===== src/rtl/clk_div_pkg.sv =====
// Shared types and constants for the integer clock-divider controller.
package clk_div_pkg;

   // Controller states: stopped, dividing, dividing with a ratio waiting for the boundary.
   typedef enum logic [1:0] {
      DIV_IDLE = 2'd0,
      DIV_RUN  = 2'd1,
      DIV_PEND = 2'd2
   } DivState_t;

   // Smallest ratio that yields a distinct high and low phase.
   localparam int unsigned MIN_DIV = 2;

endpackage


===== src/rtl/clk_div_core.sv =====
// Period counter with registered tick strobe and divided level.
// Ports:
//   clk_i, rst_ni  : clock, async active-low reset
//   run_i          : counter is active this cycle (RUN or PEND)
//   keep_i         : counter will be active next cycle
//   div_i          : ratio in effect this cycle
//   div_nxt_i      : ratio in effect next cycle
//   boundary_c_o   : combinational, last cycle of the current period
//   tick_o, clk_o  : registered strobe and divided level
module clk_div_core #(
   parameter int unsigned CTR_W = 8
) (
   input  logic             clk_i,
   input  logic             rst_ni,
   input  logic             run_i,
   input  logic             keep_i,
   input  logic [CTR_W-1:0] div_i,
   input  logic [CTR_W-1:0] div_nxt_i,
   output logic             boundary_c_o,
   output logic             tick_o,
   output logic             clk_o
);

   logic [CTR_W-1:0] ctr_q, ctr_d;
   logic             tick_d, clk_d;

   // div_i is never below 2, so the subtraction cannot wrap.
   assign boundary_c_o = run_i && (ctr_q == (div_i - CTR_W'(1)));

   // Next count plus outputs derived from the next cycle's count and ratio,
   // so the registered level lines up with the cycle it describes.
   always_comb begin
      ctr_d  = '0;
      tick_d = 1'b0;
      clk_d  = 1'b0;
      if (keep_i && run_i && !boundary_c_o) begin
         ctr_d = ctr_q + CTR_W'(1);
      end
      // A stop on the boundary edge suppresses the tick that would have fired.
      tick_d = boundary_c_o && keep_i;
      clk_d  = keep_i && (ctr_d < (div_nxt_i >> 1));
   end

   always_ff @(posedge clk_i or negedge rst_ni) begin
      if (!rst_ni) begin
         ctr_q  <= '0;
         tick_o <= 1'b0;
         clk_o  <= 1'b0;
      end else begin
         ctr_q  <= ctr_d;
         tick_o <= tick_d;
         clk_o  <= clk_d;
      end
   end

endmodule


===== src/rtl/clk_div_sched.sv =====
// Run-time controller for the integer clock divider: owns the ratio,
// start/stop sequencing and boundary-aligned reconfiguration.
// Ports:
//   i_clk, i_rst_n         : clock, async active-low reset
//   i_en                   : run request
//   i_cfg_valid, i_cfg_div : ratio offer
//   o_cfg_ready            : combinational from state, offer can be taken
//   o_cfg_err              : pulse, accepted ratio was illegal
//   o_tick, o_clk          : period strobe and divided level
//   o_running, o_div       : status
module clk_div_sched
   import clk_div_pkg::*;
#(
   parameter int unsigned CTR_W       = 8,
   parameter int unsigned DEFAULT_DIV = 6
) (
   input  logic             i_clk,
   input  logic             i_rst_n,
   input  logic             i_en,
   input  logic             i_cfg_valid,
   input  logic [CTR_W-1:0] i_cfg_div,
   output logic             o_cfg_ready,
   output logic             o_cfg_err,
   output logic             o_tick,
   output logic             o_clk,
   output logic             o_running,
   output logic [CTR_W-1:0] o_div
);

   DivState_t        state_q, state_d;
   logic [CTR_W-1:0] div_q, div_d;
   logic [CTR_W-1:0] div_pend_q, div_pend_d;
   logic             err_q, err_d;
   logic             running_q;

   logic             cfg_ready_c;
   logic             accept_c;
   logic             legal_c;
   logic             run_c;
   logic             keep_c;
   logic             boundary_c;

   assign cfg_ready_c = (state_q != DIV_PEND);
   assign accept_c    = i_cfg_valid && cfg_ready_c;
   assign legal_c     = (i_cfg_div >= CTR_W'(MIN_DIV));
   assign run_c       = (state_q != DIV_IDLE);
   assign keep_c      = (state_d != DIV_IDLE);

   // Next state, ratio and error pulse.
   always_comb begin
      state_d    = state_q;
      div_d      = div_q;
      div_pend_d = div_pend_q;
      err_d      = accept_c && !legal_c;
      case (state_q)
         DIV_IDLE: begin
            if (accept_c && legal_c) div_d = i_cfg_div;
            if (i_en) state_d = DIV_RUN;
         end
         DIV_RUN: begin
            if (!i_en) begin
               // Stopping: a ratio offered on the same edge applies directly.
               state_d = DIV_IDLE;
               if (accept_c && legal_c) div_d = i_cfg_div;
            end else if (accept_c && legal_c) begin
               div_pend_d = i_cfg_div;
               state_d    = DIV_PEND;
            end
         end
         DIV_PEND: begin
            // The held ratio is committed at the boundary or on stop, never dropped.
            if (!i_en || boundary_c) begin
               div_d   = div_pend_q;
               state_d = i_en ? DIV_RUN : DIV_IDLE;
            end
         end
         default: state_d = DIV_IDLE;
      endcase
   end

   always_ff @(posedge i_clk or negedge i_rst_n) begin
      if (!i_rst_n) begin
         state_q    <= DIV_IDLE;
         div_q      <= CTR_W'(DEFAULT_DIV);
         div_pend_q <= '0;
         err_q      <= 1'b0;
         running_q  <= 1'b0;
      end else begin
         state_q    <= state_d;
         div_q      <= div_d;
         div_pend_q <= div_pend_d;
         err_q      <= err_d;
         running_q  <= keep_c;
      end
   end

   clk_div_core #(
      .CTR_W (CTR_W)
   ) u_core (
      .clk_i        (i_clk),
      .rst_ni       (i_rst_n),
      .run_i        (run_c),
      .keep_i       (keep_c),
      .div_i        (div_q),
      .div_nxt_i    (div_d),
      .boundary_c_o (boundary_c),
      .tick_o       (o_tick),
      .clk_o        (o_clk)
   );

   assign o_cfg_ready = cfg_ready_c;
   assign o_cfg_err   = err_q;
   assign o_running   = running_q;
   assign o_div       = div_q;

endmodule


===== config.mk =====
export PLATFORM = sky130hd
export DESIGN_NAME = clk_div_sched
export DESIGN_NICKNAME = d
export VERILOG_FILES = /design/src/rtl/clk_div_pkg.sv /design/src/rtl/clk_div_core.sv /design/src/rtl/clk_div_sched.sv
export SDC_FILE = /design/constraint.sdc
export NUM_CORES = 1
export LEC_CHECK = 0
export BUFFER_PORTS_ARGS = -buffer_cell sky130_fd_sc_hd__buf_2
export CAP_MARGIN = 20
export CORE_ASPECT_RATIO = 0.75
export CORE_MARGIN = 5
export CORE_UTILIZATION = 57
export DETAILED_ROUTE_END_ITERATION = 8
export PLACE_DENSITY = 0.84
export SYNTH_ARGS = -nofsm -noshare
export SYNTH_HDL_FRONTEND = slang
export SYNTH_HIERARCHICAL = 1
export SYNTH_SLANG_ARGS = --single-unit

===== constraint.sdc =====
create_clock -name i_clk -period 5 [get_ports i_clk]
set_input_delay 1 -clock i_clk [delete_from_list [all_inputs] [get_ports i_clk]]
set_output_delay 1 -clock i_clk [all_outputs]
set_load 0.05 [all_outputs]

==> flow_summary.rst <==
.. list-table::
   :header-rows: 1

   * - Metric
     - Value
   * - CTS Root Buffer Type
     - clkbuf_8
   * - Largest net degree at the start of global routing
     - 31
   * - TritonCTS buffer count
     - 5
   * - Remaining number of nets flagged by the antenna check after routing
     - 0
   * - Post-CTS Hold Fix Bufs
     - 0
   * - Core box area
     - 0.00298 sq mm
   * - Via density
     - 6.17
   * - Worst hold-check path type
     - flop to flop
   * - Average cell area after synthesis
     - 11.1 sq um
   * - Yosys reg bits
     - 30
   * - Relative max-transition margin
     - 57.6%
   * - Sum of negative setup slack
     - 0 ns
   * - Vias in the first global route
     - 1438
   * - CTS max path bufs
     - 2
   * - Total number of H-tree levels
     - 2
   * - Max-cap violations
     - 0
   * - Warnings, synthesis
     - 6
   * - Fraction of registers with async set/reset
     - 100%
   * - Max VDD drop
     - 263 uV
   * - Largest fanout on the critical path
     - 12
   * - Final count of pins violating max slew
     - 0
   * - Core Util, Final
     - 68.8%
   * - Leakage power
     - 0.000976 uW
   * - Distinct cells, synth
     - 49
   * - Share of the clock period used by the worst path
     - 83.7%
   * - Vias after detailed routing
     - 1420
   * - Layout Nets
     - 211
   * - Avg WL per Cell
     - 17.6 microns
   * - Number of synthesized flops with an enable pin
     - 0
   * - Global route total overflow
     - 0
   * - Floorplan die area
     - 0.00438 sq mm
   * - Post-synthesis sequential area ratio
     - 42.0%
   * - Port Buffers
     - 24
   * - Data arrival at the endpoint of the critical path
     - 4.40 ns
   * - Final WL
     - 4050 microns
   * - Worst reg-to-reg setup slack
     - 0.82 ns
   * - Standard-cell rows
     - 17
   * - Clock tree from TritonCTS
     - done
   * - Initial core utilization
     - 60.3%
   * - Cts repair resizes
     - 0
   * - Number of clock sinks
     - 30
   * - Horizontal die dimension
     - 74.8 microns
   * - Time the final worst path needs with I/O delays and setup
     - 4.18 ns
   * - Count of antenna diodes in the layout
     - 0
   * - Synth Instances
     - 162
   * - Antenna violations before repair
     - 0
   * - # setup viols final
     - 0
   * - Drt first-iter violations
     - 154
   * - Final weighted congestion of routability-driven global placement
     - 0.862
   * - Top-Level Pins
     - 25
   * - Combined area of all synthesized cells
     - 0.00179 sq mm
   * - Layout cells sized above 1
     - 30.2%
   * - Finished Layout Cells
     - 230
   * - Required arrival time at the worst endpoint
     - 5.22 ns
   * - Most used flip-flop cell after synthesis
     - dfrtp_1
   * - Count of unresolved DRC violations after routing
     - 0
   * - First drt pass iteration count
     - 4
   * - Inst Count DP
     - 222
   * - Area Growth Syn to Fin
     - 14.2%
   * - Final clock skew
     - 0.00522 ns
   * - Endpoint class of the critical path
     - flop
   * - Die Ht
     - 58.6 microns
   * - Global-route wire length before repair
     - 6890 microns
   * - Number of failing hold endpoints at the final stage
     - 0
   * - Worst Path Class, Setup
     - flop to flop
   * - Latest clock arrival within the worst-skew pair
     - 0.28 ns
   * - Transition time at the pin with the least slew margin
     - 0.636 ns
   * - Maximum clock rate
     - 0.239 GHz
   * - Filler Cell Count
     - 237
   * - Synthesized netlist net count
     - 182
   * - Setup repair after global routing missed its margin
     - no
   * - Outcome
     - finished clean
   * - PwrDens
     - 422 mW/mm^2
   * - Number of post-CTS setup repair buffers
     - 0
   * - Detailed-placement wirelength estimate
     - 3130 microns
   * - Startpoint kind of the worst setup timing path
     - flop
   * - Clock-pin slew on the worst setup and hold paths
     - 0.06 ns
   * - Global Route Usage Sum
     - 21.3%
-- metrics by stage --
stage / setup slack (ns) / cell area [sq um] / power [uW] / hold slack, ns
after CTS: 0.874 / 2050 / 867 / 0.519
after detailed placement: 0.895 / 1940 / 631 / 0.502
final: 0.816 / 2050 / 866 / 0.518
after floorplan: 0.990 / 1790 / 553 / 0.476
after global placement: 1.03 / 1940 / 617 / 0.496
after global routing: 0.642 / 2050 / 913 / 0.536
-- metal layers --
| layer | part of all wire [%] | global-route usage, % |
|---|---|---|
| met5 | 0 | 0 |
| met4 | 1.9 | 7.61 |
| met3 | 8.6 | 6.31 |
| met2 | 47 | 33.0 |
| met1 | 43 | 28.5 |
-- cells in the mapped netlist, types with 3 or more instances --
cell	instances	area, sq um
a21oi_1	3	15.0
and3_1	5	31.3
nand2_1	5	18.8
xnor2_1	5	43.8
dfrtp_1	28	701
a22o_2	6	60.1
nor3_1	8	40.0
xor2_1	10	87.6
nand3_1	3	15.0
mux2_2	8	90.1
inv_1	9	33.8
nor2_1	4	15.0
ha_1	8	100
a21o_1	8	60.1
o21ai_0	3	15.0
nand2b_1	3	18.8
-- cell type report --
class | count | area, sq um | area share [%]
clock buffers | 7 | 76.3 | 3.72
inverters | 10 | 37.5 | 1.83
flip-flops and latches | 30 | 753 | 36.8
clock inverters | 1 | 30.0 | 1.47
multi-input cells | 119 | 977 | 47.7
well taps | 38 | 47.5 | 2.32
repair buffers | 25 | 128 | 6.23
-- sequential cells by signal, summed over array words and instances (netlist names) --
signal / cells
div_pend_q: 8
o_div: 8
u_core/ctr_q: 8
state_q: 2
o_cfg_err: 1
o_running: 1
u_core/clk_o: 1
u_core/tick_o: 1
-- cells in the final DEF, fill, tap and decap left out, types with 3 or more instances in the layout --
| cell type | synthesis | layout |
|---|---|---|
| dfrtp_1 | 28 | 28 |
| buf_2 | 0 | 24 |
| clkbuf_8 | 0 | 5 |
| mux2_2 | 8 | 8 |
| nand2_1 | 5 | 5 |
| a21o_1 | 8 | 8 |
| nor2_1 | 4 | 4 |
| a22o_2 | 6 | 6 |
| nand3_1 | 3 | 3 |
| inv_1 | 9 | 9 |
| o21ai_0 | 3 | 3 |
| a21oi_1 | 3 | 3 |
| xnor2_1 | 5 | 5 |
| nor3_1 | 8 | 8 |
| nand2b_1 | 3 | 3 |
| xor2_1 | 10 | 10 |
| ha_1 | 8 | 8 |
| and3_1 | 5 | 5 |
-- final timing paths --
kind,startpoint,depth (start not counted),end
worst max-delay path,o_div[1]$_DFF_PN1_,17,u_core/clk_o$_DFF_PN0_
worst min-delay path,div_pend_q[4]$_DFFE_PN0P_,1,div_pend_q[4]$_DFFE_PN0P_
worst max register to register,o_div[1]$_DFF_PN1_,17,u_core/clk_o$_DFF_PN0_
worst min register to register,div_pend_q[4]$_DFFE_PN0P_,1,div_pend_q[4]$_DFFE_PN0P_
max in group asynchronous,i_rst_n,1,state_q[0]$_DFF_PN0_
min in group asynchronous,i_rst_n,1,div_pend_q[5]$_DFFE_PN0P_
-- critical path, stage by stage (launching register included) --
cell and delay (ns):
dfstp_2 0.58, inv_1 0.06, ha_1 0.25, or4_1 0.56
a31o_2 0.27, a2111oi_4 0.27, buf_4 0.24, inv_1 0.10
a21oi_4 0.31, a22o_2 0.20, a21o_1 0.09, inv_1 0.05
ha_1 0.29, nor2b_1 0.14, o21a_1 0.17, o21a_1 0.18
o2111ai_1 0.17, o211a_1 0.19
-- report_power, final --
part,switching [uW],internal (uW)
registers,51.5,290
logic,175,113
clock network,87.2,149
total,314,552
-- logic make-up (layout without fill, tap and decap cells) --
family / after synthesis / in the layout / synth area share (%)
and+or+nand+nor: 48 / 48 / 16.9
AOI/OAI and AO/OA: 39 / 39 / 19.0
DFF: 30 / 30 / 42.0
xor gates and xnor gates: 15 / 15 / 7.32
buffers and inverters: 13 / 43 / 3.56
muxes: 9 / 9 / 5.58
adders and majority gates: 8 / 8 / 5.58
Note: power is estimated with default switching activity, not from simulation.
